[src/rtl/sio_dir_scheduler.sv]
// Direction owner for one bidirectional SPI data line: round-robin TX/RX arbitration with
// released turnaround cycles on every direction change. Optional macro: SIO_CONTENTION_CHECK_EN.
module sio_dir_scheduler #(
  parameter int TURN_CYCLES = 2,  // legal 1..15
  parameter int LEN_W       = 8
) (
  input  logic             sys_clk,
  input  logic             sys_rst,
  input  logic             tx_req,
  input  logic [LEN_W-1:0] tx_len,
  input  logic             tx_valid,
  output logic             tx_ready,
  input  logic             tx_bit,
  input  logic             rx_req,
  input  logic [LEN_W-1:0] rx_len,
  output logic             rx_valid,
  output logic             rx_bit,
  output logic             grant_tx,
  output logic             grant_rx,
  output logic             busy,
  output logic             sio_o,
  output logic             sio_oe,
  input  logic             sio_i,
  input  logic             err_clr,
  output logic             err_contention
);

  typedef enum logic [1:0] {IDLE, TURN, DRIVE, RECV} state_t;
  typedef enum logic {DIR_RX = 1'b0, DIR_TX = 1'b1} dir_t;

  localparam logic [3:0]       TURN_LOAD = 4'(TURN_CYCLES - 1);
  localparam logic [LEN_W-1:0] LEN_ONE   = LEN_W'(1);

  state_t           state;
  dir_t             last_dir;
  dir_t             rr_prio;
  dir_t             pend_dir;
  logic [LEN_W-1:0] bit_cnt;
  logic [3:0]       turn_cnt;
  logic             drove;

  dir_t             grant_dir;
  logic [LEN_W-1:0] grant_len;
  logic             grant_any;
  logic             keep_oe;
  logic             tx_fire;

  // NOTE: every combinational output gets a default first so no path can infer a latch.
  always_comb begin
    grant_tx = 1'b0;
    grant_rx = 1'b0;
    if (state == IDLE) begin
      if (tx_req && rx_req) begin
        grant_tx = (rr_prio == DIR_TX);
        grant_rx = (rr_prio == DIR_RX);
      end else begin
        grant_tx = tx_req;
        grant_rx = rx_req;
      end
    end
  end

  assign grant_any = grant_tx | grant_rx;
  assign grant_dir = grant_tx ? DIR_TX : DIR_RX;
  assign grant_len = grant_tx ? tx_len : rx_len;
  // TX following TX keeps the line driven; the new burst takes over without a release.
  assign keep_oe   = grant_tx && (grant_len != '0) && (last_dir == DIR_TX);
  assign tx_ready  = (state == DRIVE) && (bit_cnt != '0);
  assign tx_fire   = tx_valid && tx_ready;
  assign busy      = (state != IDLE) || sio_oe;

  // NOTE: sequential state uses non-blocking assignments so all registers update together.
  always_ff @(posedge sys_clk or negedge sys_rst) begin
    if (!sys_rst) begin
      state    <= IDLE;
      last_dir <= DIR_RX;
      rr_prio  <= DIR_TX;
      pend_dir <= DIR_RX;
      bit_cnt  <= '0;
      turn_cnt <= '0;
      drove    <= 1'b0;
      sio_o    <= 1'b0;
      sio_oe   <= 1'b0;
      rx_valid <= 1'b0;
      rx_bit   <= 1'b0;
    end else begin
      rx_valid <= 1'b0;
      case (state)
        IDLE: begin
          if (!keep_oe) sio_oe <= 1'b0;
          if (grant_any) begin
            if (tx_req && rx_req) rr_prio <= grant_tx ? DIR_RX : DIR_TX;
            // A zero-length grant is acknowledged only; ownership does not change.
            if (grant_len != '0) begin
              bit_cnt  <= grant_len;
              pend_dir <= grant_dir;
              drove    <= 1'b0;
              if (grant_dir != last_dir) begin
                state    <= TURN;
                turn_cnt <= TURN_LOAD;
              end else begin
                state <= grant_tx ? DRIVE : RECV;
              end
            end
          end
        end

        TURN: begin
          sio_oe <= 1'b0;
          if (turn_cnt == '0) state <= (pend_dir == DIR_TX) ? DRIVE : RECV;
          else turn_cnt <= turn_cnt - 4'd1;
        end

        DRIVE: begin
          if (tx_fire) begin
            sio_o   <= tx_bit;
            sio_oe  <= 1'b1;
            drove   <= 1'b1;
            bit_cnt <= bit_cnt - LEN_ONE;
            if (bit_cnt == LEN_ONE) begin
              state    <= IDLE;
              last_dir <= DIR_TX;
            end
          end else if (!drove) begin
            // Before this burst's first bit, a late tx_valid leaves the line released.
            sio_oe <= 1'b0;
          end
        end

        RECV: begin
          sio_oe   <= 1'b0;
          rx_bit   <= sio_i;
          rx_valid <= 1'b1;
          if (bit_cnt != '0) bit_cnt <= bit_cnt - LEN_ONE;
          if (bit_cnt <= LEN_ONE) begin
            state    <= IDLE;
            last_dir <= DIR_RX;
          end
        end

        default: state <= IDLE;
      endcase
    end
  end

`ifdef SIO_CONTENTION_CHECK_EN
  logic oe_prev;

  // Only judge the pad once our driver has owned it for a full cycle.
  always_ff @(posedge sys_clk or negedge sys_rst) begin
    if (!sys_rst) begin
      oe_prev        <= 1'b0;
      err_contention <= 1'b0;
    end else begin
      oe_prev <= sio_oe;
      if (sio_oe && oe_prev && (sio_i != sio_o)) err_contention <= 1'b1;
      else if (err_clr) err_contention <= 1'b0;
    end
  end
`else
  logic unused_err_clr;
  assign unused_err_clr = err_clr;
  assign err_contention = 1'b0;
`endif

endmodule

[config.mk]
export PLATFORM = sky130hd
export DESIGN_NAME = sio_dir_scheduler
export DESIGN_NICKNAME = d
export VERILOG_FILES = /design/src/rtl/sio_dir_scheduler.sv
export SDC_FILE = /design/constraint.sdc
export NUM_CORES = 1
export LEC_CHECK = 0
export CORE_ASPECT_RATIO = 1.25
export CORE_MARGIN = 5
export CORE_UTILIZATION = 50
export CTS_CLUSTER_DIAMETER = 150
export DETAILED_ROUTE_END_ITERATION = 10
export PLACE_DENSITY = 0.85
export SYNTH_ARGS = -nofsm -noshare
export SYNTH_HDL_FRONTEND = slang
export SYNTH_SLANG_ARGS = --single-unit
[constraint.sdc]
create_clock -name sys_clk -period 2.3 [get_ports sys_clk]
set_input_delay 0.46 -clock sys_clk [delete_from_list [all_inputs] [get_ports sys_clk]]
set_output_delay 0.46 -clock sys_clk [all_outputs]
set_load 0.02 [all_outputs]
==> qor.csv, run 1 <==
metric,value,unit
yosys_most_used_dff,dfrtp_1,
fillers,244,
drt-pass1-iter-count,4,
start_util,0.513,
max-slew-margin-rel,0.503,
yosys_warnings,0,
p_sw_frac,0.443,
root_buffer,clkbuf_4,
path_max_fanout,6,
ff_latch_area,553,sq um
multi_input_area,865,sq um
cpPeakStageDelay,600,ps
ant_nets,0,
setup_violations,0,
synthTopCellsByCount,"dfrtp_1, inv_1, nand2_1",
cp.arrival,1730,ps
gp_congestion,0.838,
syn_inst,163,
yosysMostFrequentCell,dfrtp_1,
status,"finished, final reports clean",
path_buf_inv,2,
largest_reg_flops,8,
hold_path.class,input port to asynchronous set/reset pin,
crit_family,buffers and inverters,
ir_drop,0.00102,V
overflow,0,
routedWlPerCell,17.2,microns
p_leak,0.882,nW
synth_nets,192,
yosys.area.top_type_share,0.354,
clkPwrFrac,0.083,
cts_sinks,22,
drt_iter0_drc,74,
rsz0062_at_grt,false,
synth_largest_area_cell,dfrtp_1,
async_reset_ff_frac,1.00,
p_total,2.24,mW
synthTopCellsByArea,"dfrtp_1, mux2_2, ha_1",
p_int,1.25,mW
slew_viol_final,0,
grt_pass1_wl,7.13,mm
die_area,4160,sq um
fmax,457,MHz
grt_max_degree,23,
synth_cell_type_count,53,
seqPwrFrac,0.348,
synth_edf_count,0,
postPlaceCellArea,1940,sq um
routed_via_density,5.95,
period_share,0.952,
tns,0,ps
syn2layout_area_growth,34.1,%
grt_usage,0.218,
ys_seq_area_frac,0.372,
tritoncts,yes,
clock_latency,310,ps
routed-via-count,1476,
path_cells,nor2_1 > buf_4 > nand2_1 > clkdlybuf4s50_1,
htreeDepth,1,
place_hpwl,3.36,mm
worst_pin_slew,739,ps
cpMaxStageDelayCell,clkdlybuf4s50_1,
synth_area,1480,sq um
final_core_utilization,0.688,
n_antenna_cell,0,
final_nets,242,
cts_buffers,3,
numPortBuffers,30,
postLayoutCellArea,1990,sq um
worst_ep_required_time,1840,ps
fin_crit,2190,ps
syn_area_per_cell,9.10,sq um
powerDensity,1130,nW/um^2
switching_power,0.992,mW
drive_above_1_share,0.203,
max_cap_viol_count,0,
critical_path.startpoint_type,flop,
endpoint_kind,output pin,
dp.cells,242,
skew,3.48,ps
core_area,2890,sq um
clk_path_buf_depth,2,
crit_type,flop to output pin,
synth_seq_cells,22,
combinationalPowerShare,0.569,
r2r_slack,160,ps
final_hold_viol_count,0,
regMostFlops,bit_cnt,
hold_buffers,0,
grt_pass1_vias,1533,
fin_cells,248,
wirelength,4.27,mm
ios,33,
num_rows,22,
top_regs,"bit_cnt (8), turn_cnt (4), state (2)",
drc,0,
antenna_found_initial,0,
path_clk_slew,120,ps
die_w,58.7,microns
die_h,70.9,microns
power groups by stage:
stage / combinational [mW] / sequential, mW / clock (mW)
2_1_floorplan: 0.782 / 0.740 / 0
3_3_place_gp: 1.14 / 0.747 / 0
3_5_place_dp: 1.23 / 0.763 / 0
4_1_cts: 1.23 / 0.754 / 0.191
5_1_grt: 1.39 / 0.807 / 0.209
6_report: 1.27 / 0.779 / 0.187
repair_timing:
item                       4_1_cts  5_1_grt
setup buffers                    0        2
resized for setup                2        6
setup endpoints to repair        2        3
pin swaps                        0        1
area by class of cell:
class | instances | share of cell area
flip-flops and latches | 22 | 0.278
inverters | 14 | 0.0264
multi-input cells | 122 | 0.435
repair buffers | 50 | 0.225
clock buffers | 4 | 0.0132
well taps | 36 | 0.0227
worst reg2reg max path, stage by stage, from the launching register on:
cell and delay [ps]:
dfrtp_1 420, inv_1 140, ha_1 210, or4b_1 500, o211ai_4 320, nand2_4 130
mux2_4 310
cell usage in the layout (no fill, tap or decap), types with 2 or more instances in the layout:
| master | netlist | routed |
|---|---|---|
| nand2_1 | 12 | 12 |
| inv_1 | 13 | 13 |
| o221a_1 | 4 | 4 |
| ha_1 | 5 | 5 |
| dfrtp_1 | 21 | 20 |
| o22ai_1 | 2 | 2 |
| nor3_1 | 7 | 7 |
| or3_1 | 4 | 3 |
| or4_1 | 2 | 2 |
| mux2i_1 | 4 | 4 |
| a21oi_1 | 11 | 11 |
| clkbuf_4 | 0 | 3 |
| clkdlybuf4s50_1 | 0 | 27 |
| nand3_1 | 8 | 8 |
| o21ai_1 | 2 | 2 |
| buf_4 | 2 | 20 |
| nor2_1 | 9 | 9 |
| mux2_2 | 7 | 7 |
| nor4_1 | 5 | 5 |
| a21boi_1 | 2 | 2 |
| o21ai_0 | 9 | 9 |
path summary, 6_finish.rpt:
check                                        from                      to  depth (start not counted)
setup / recovery             state[1]$_DFFE_PN0P_                    busy                          4
min in group sys_clk         pend_dir$_DFFE_PN0P_    pend_dir$_DFFE_PN0P_                          1
hold reg to reg              pend_dir$_DFFE_PN0P_    pend_dir$_DFFE_PN0P_                          1
hold / removal                            sys_rst      sio_oe$_DFFE_PN0P_                          2
max in group asynchronous                 sys_rst     rr_prio$_DFFE_PN1P_                          2
setup reg to reg           bit_cnt[1]$_DFFE_PN0P_  bit_cnt[0]$_DFFE_PN0P_                          6
through the flow:
stage               setup WS (ps)  hold WS [ps]
global route                 15.7           497
detailed placement           -124           479
global placement            -63.5           459
floorplan                     271           164
finish                        111           488
CTS                         -66.5           491
routing by layer:
layer  routed length [microns]  vias up  part of all wire  GRT usage
li1                          -      700                 -          -
met1                      1500      715              0.35      0.233
met2                      2460       51              0.58      0.401
met3                       224       10             0.052     0.0383
met4                        87        0             0.020      0.106
met5                         0        -                 0          0
logic make-up after synthesis:
group,count (synthesis),share of synthesized area
simple gates,59,0.220
compound gates,43,0.205
flops,22,0.372
buf+inv,19,0.0540
mux,13,0.0979
fa+ha+maj,5,0.0422
other cells,1,0.00253
xor+xnor,1,0.00591
No activity file was read; power rests on OpenSTA's default activity.
==> run 2, diff against run 1 <==
--- a/config.mk
+++ b/config.mk
@@ -5,12 +5,13 @@
 export SDC_FILE = /design/constraint.sdc
 export NUM_CORES = 1
 export LEC_CHECK = 0
+export ABC_AREA = 1
 export CORE_ASPECT_RATIO = 1.25
 export CORE_MARGIN = 5
-export CORE_UTILIZATION = 50
+export CORE_UTILIZATION = 35
 export CTS_CLUSTER_DIAMETER = 150
 export DETAILED_ROUTE_END_ITERATION = 10
-export PLACE_DENSITY = 0.85
+export PLACE_DENSITY = 0.66
 export SYNTH_ARGS = -nofsm -noshare
 export SYNTH_HDL_FRONTEND = slang
 export SYNTH_SLANG_ARGS = --single-unit
==> constraint.sdc (replaced) <==
create_clock -name sys_clk -period 1.9 [get_ports sys_clk]
set_input_delay 0.38 -clock sys_clk [delete_from_list [all_inputs] [get_ports sys_clk]]
set_output_delay 0.38 -clock sys_clk [all_outputs]
set_load 0.02 [all_outputs]
==> qor.csv, run 2 <==
metric,value,unit
status,"finished, final reports clean",
wirelength,4.64,mm
synth-simple-area-share,0.431,
path_max_fanout,8,
hold_path.class,input port to asynchronous set/reset pin,
syn_area_per_cell,6.71,sq um
endpoint_kind,flop,
ir_drop,0.000876,V
antenna_found_initial,0,
synth_largest_area_cell,dfrtp_1,
synth-xor-area-share,0.0157,
worst_ep_required_time,2070,ps
ys_seq_area_frac,0.330,
async_reset_ff_frac,1.00,
grt_pass1_vias,1778,
syn_inst,249,
cpMaxStageDelayCell,dfrtp_1,
synthMuxAreaShare,0.00674,
postPlaceCellArea,2410,sq um
synth_area,1670,sq um
p_sw_frac,0.438,
cts_sinks,22,
synthTopCellsByArea,"dfrtp_1, nand2_1, nand4_1",
seqPwrFrac,0.208,
grt_pass1_wl,7.58,mm
synth_edf_count,0,
setup_violations,0,
final_cell_mix,"nand2_1, buf_4, inv_1",
drc,0,
final_hold_viol_count,0,
root_buffer,clkbuf_8,
ios,33,
yosys_warnings,0,
largest_reg_flops,8,
cpPeakStageDelay,430,ps
gp_congestion,0.821,
tns,0,ps
yosys.area.top_type_share,0.314,
rsz0062_at_grt,true,
die_area,6270,sq um
die_w,71.8,microns
synth_top_family_by_area,simple AND/OR/NAND/NOR gates,
combinationalPowerShare,0.677,
routed_via_density,4.76,
core_area,4690,sq um
path_cells,buf_6 > nor2_4 > nand3_4 > buf_12 > nand2_1 > nand2_2 > nand2_2 > nor2_4 > nand3_4 > buf_12 > nand3_4 > nand2_1 > nand2_1,
fin_crit,1830,ps
synthTopCellsByCount,"nand2_1, inv_1, dfrtp_1",
postLayoutCellArea,2670,sq um
drive_above_1_share,0.332,
synth_cell_type_count,30,
synth_compound_area_frac,0.0644,
holdWs,468,ps
fillers,437,
drt-pass1-iter-count,5,
cts_buffers,3,
num_rows,28,
yosys_most_used_dff,dfrtp_1,
p_int,2.20,mW
place_hpwl,3.42,mm
numPortBuffers,30,
overflow,0,
clock_latency,270,ps
fmax,545,MHz
final_nets,361,
path_clk_slew,90,ps
routedWlPerCell,11.9,microns
p_leak,1.40,nW
synth_seq_cells,22,
skew,8.02,ps
tritoncts,yes,
crit_type,flop to flop,
start_util,0.356,
die_h,87.3,microns
layout_commonest_cell,nand2_1,
n_antenna_cell,0,
grt_usage,0.148,
switching_power,1.71,mW
slew_viol_final,0,
yosysMostFrequentCell,nand2_1,
regMostFlops,bit_cnt,
htreeDepth,1,
critical_path.startpoint_type,flop,
ant_nets,0,
powerDensity,1470,nW/um^2
top_regs,"bit_cnt (8), turn_cnt (4), state (2)",
clk_path_buf_depth,2,
cp.arrival,2000,ps
grt_max_degree,23,
max_cap_viol_count,0,
synth_nets,278,
drt_iter0_drc,73,
syn2layout_area_growth,59.6,%
routed-via-count,1863,
clkPwrFrac,0.115,
period_share,0.966,
synthAdderAreaFrac,0.0374,
[run 2: cell types whose count changed in the layout (fill, tap and decap cells not counted), sizes merged, moves of 8 or more]
cell / delta
a21oi: -8
buf: +34
inv: +24
mux2: -8
nand2: +79
nand3: +8
nand4: +18
nor2: +12
[run 2: routing by layer]
metal	track usage	vias up	wire, microns
met1	0.182	858	1990
met5	0	-	0
li1	-	960	-
met2	0.268	39	2450
met4	0.0496	0	71
met3	0.0162	6	129
[run 2: cells by family after synthesis]
family,count (synthesis)
simple gates,153
other cells,1
mux,1
fa+ha+maj,5
compound gates,20
flops,22
buf+inv,44
xor+xnor,3
[run 2: path summary, 6_finish.rpt]
check,startpoint,to,slack [ps],cells past startpoint
min,sys_rst,pend_dir$_DFFE_PN0P_,470,2
min in group sys_clk,drove$_DFFE_PN0P_,drove$_DFFE_PN0P_,480,2
max reg2reg,state[0]$_DFFE_PN0P_,turn_cnt[0]$_DFFE_PN0P_,70,13
max,state[0]$_DFFE_PN0P_,turn_cnt[0]$_DFFE_PN0P_,70,13
min reg2reg,drove$_DFFE_PN0P_,drove$_DFFE_PN0P_,480,2
max in group asynchronous,sys_rst,rr_prio$_DFFE_PN1P_,1140,2
[run 2: per-stage QoR]
| step | utilization | std cells | power, mW | setup WS (ps) |
|---|---|---|---|---|
| floorplan | - | 249 | 2.21 | 197 |
| global placement | 0.514 | 382 | 3.20 | -372 |
| detailed placement | 0.514 | 382 | 3.23 | -358 |
| CTS | 0.530 | 386 | 3.69 | -113 |
| global route | 0.568 | 391 | 4.28 | -84.4 |
| finish | 0.568 | 391 | 3.91 | 65.1 |
[run 2: worst max-delay path: cells and delay by family, from the launching register on]
kind                   cells  cell delay (ps)
and+or+nand+nor           10              850
DFF                        1              430
buffers and inverters      3              440
[run 2: power groups by stage]
stage          sequential (mW)  clock (mW)  combinational (mW)
6_report                 0.814       0.449                2.65
5_1_grt                  0.841       0.474                2.97
4_1_cts                  0.808       0.460                2.42
3_5_place_dp             0.812           0                2.42
3_3_place_gp             0.807           0                2.39
2_1_floorplan            0.857           0                1.36
[run 2: what timing repair did]
item / CTS / global route
setup endpoints to repair: 5 / 20
setup buffers: 0 / 4
hold buffers: 0 / 0
pin swaps: 0 / 25
gates cloned: 0 / 1
gates resized for setup: 12 / 40
[run 2: cell type report]
type	count	area, sq um	share of cell area
multi-input cells	183	1050	0.393
flip-flops and latches	22	552	0.207
repair buffers	85	782	0.293
inverters	37	139	0.0521
well taps	60	75.1	0.0281
clock inverters	1	30.0	0.0113
clock buffers	3	41.3	0.0155
==> run 3, diff against run 2 <==
--- a/config.mk
+++ b/config.mk
@@ -11,7 +11,7 @@
 export CORE_UTILIZATION = 35
 export CTS_CLUSTER_DIAMETER = 150
 export DETAILED_ROUTE_END_ITERATION = 10
-export PLACE_DENSITY = 0.66
+export PLACE_DENSITY = 0.64
 export SYNTH_ARGS = -nofsm -noshare
 export SYNTH_HDL_FRONTEND = slang
 export SYNTH_SLANG_ARGS = --single-unit
==> constraint.sdc (replaced) <==
create_clock -name sys_clk -period 2 [get_ports sys_clk]
set_input_delay 0.4 -clock sys_clk [delete_from_list [all_inputs] [get_ports sys_clk]]
set_output_delay 0.4 -clock sys_clk [all_outputs]
set_load 0.02 [all_outputs]
==> qor.csv, run 3 (synthesis results as in run 2) <==
metric,value,unit
status,"finished, final reports clean",
numPortBuffers,30,
antenna_found_initial,0,
reg2reg_from,state[0]$_DFFE_PN0P_,
wirelength,4.37,mm
layout_commonest_cell,nand2_1,
grt_pass1_wl,7.16,mm
ios,33,
grt_max_degree,23,
tritoncts,yes,
clk_path_buf_depth,2,
path_max_fanout,10,
start_util,0.356,
cts_buffers,3,
cts_sinks,22,
path_clk_slew,90,ps
worst_ep_required_time,2170,ps
drc,0,
drt_iter0_drc,62,
powerDensity,1420,nW/um^2
p_leak,1.25,nW
grt_pass1_vias,1649,
fin_crit,1930,ps
fmax,518,MHz
die_area,6270,sq um
final_cell_mix,"nand2_1, buf_4, inv_1",
path_cells,clkdlybuf4s50_1 > buf_4 > nand2_2 > nand3_4 > inv_2 > buf_4 > ha_1 > nand2_1 > nand2_2 > nand3_2 > nand2_1 > nand2_1,
ant_nets,0,
routed_via_density,4.71,
endpoint_kind,flop,
final_nets,345,
critical_path.startpoint_type,input port,
die_w,71.8,microns
setup_violations,0,
max_cap_viol_count,0,
root_buffer,clkbuf_8,
holdWs,476,ps
regMostFlops,bit_cnt,
tns,0,ps
hold_path.class,input port to asynchronous set/reset pin,
rsz0062_at_grt,true,
drt-pass1-iter-count,5,
setup_ws,68.0,ps
cp_common_cell,nand2_1,
num_rows,28,
skew,2.80,ps
drive_above_1_share,0.232,
period_share,0.966,
place_hpwl,3.20,mm
grt_usage,0.142,
cp.arrival,2100,ps
top_regs,"bit_cnt (8), turn_cnt (4), state (2)",
syn2layout_area_growth,43.6,%
cpMaxStageDelayCell,clkdlybuf4s50_1,
die_h,87.3,microns
cpPeakStageDelay,470,ps
routed-via-count,1766,
clock_latency,270,ps
n_antenna_cell,0,
final_hold_viol_count,0,
core_area,4690,sq um
r2r_end,bit_cnt[1]$_DFFE_PN0P_,
gp_congestion,0.807,
routedWlPerCell,11.7,microns
preCtsSetupSlack,-290,ps
crit_type,input port to flop,
ir_drop,0.000650,V
rr_worst_depth,10,
r2r_slack,140,ps
slew_viol_final,0,
fillers,484,
overflow,0,
htreeDepth,1,
largest_reg_flops,8,
[run 3: cell types whose count changed in the layout (fill, tap and decap cells not counted), sizes merged]
cell and delta:
nand3 +2, clkdlybuf4s50 +2, clkdlybuf4s15 -2, buf -17
clkbuf +1, dlymetal6s2s -1, dlygate4sd2 -1
[run 3: where the power goes]
part	internal [mW]	total, mW	switching, mW
combinational	0.935	2.15	1.21
clock	0.268	0.439	0.171
sequential	0.651	0.811	0.160
[run 3: timing repair]
| action | in CTS | in global routing |
|---|---|---|
| endpoints found under the setup margin | 6 | 18 |
| gates cloned | 0 | 2 |
| pin swaps | 0 | 2 |
| setup buffers | 0 | 1 |
| hold buffers | 0 | 0 |
| gates resized for setup | 6 | 18 |
[run 3: worst max path at each step]
stage / start / endpoint / slack (ps) / cells after the start
after global routing: rx_req / turn_cnt[2]$_DFFE_PN0P_ / -1 / 12
final: rx_req / turn_cnt[0]$_DFFE_PN0P_ / 70 / 12
after floorplan: state[0]$_DFFE_PN0P_ / turn_cnt[0]$_DFFE_PN0P_ / 300 / 9
after detailed placement: tx_req / bit_cnt[1]$_DFFE_PN0P_ / -290 / 12
after global placement: tx_req / bit_cnt[3]$_DFFE_PN0P_ / -270 / 12
after CTS: rx_req / grant_tx / 2 / 6
[run 3: worst max-delay path: cells and delay by family]
family                   cells  cell delay (ps)
adder cells (fa/ha/maj)      1              290
buffers and inverters        4              760
AND/OR/NAND/NOR              7              650
[run 3: cell type report]
type	instances	area [sq um]	area share
multi-input cells	185	991	0.413
repair buffers	67	571	0.238
well taps	60	75.1	0.0313
inverters	37	139	0.0579
clock buffers	3	41.3	0.0172
clock inverters	1	30.0	0.0125
flip-flops and latches	22	553	0.230
[run 3: metrics by stage]
stage / cell area, sq um / util / power, mW / std cells
2_1_floorplan: 1670 / - / 2.10 / 249
3_3_place_gp: 2270 / 0.483 / 2.84 / 368
3_5_place_dp: 2270 / 0.483 / 2.87 / 368
4_1_cts: 2340 / 0.499 / 3.31 / 372
5_1_grt: 2400 / 0.511 / 3.73 / 375
6_report: 2400 / 0.511 / 3.40 / 375
[run 3: layer usage]
metal  vias to the layer above  GRT usage  part of all wire  wire length [microns]
met1                       788      0.175              0.46                   2000
li1                        932          -                 -                      -
met3                         7     0.0185             0.033                    144
met5                         -          0                 0                      0
met2                        39      0.250              0.49                   2150
met4                         0     0.0513             0.016                     68
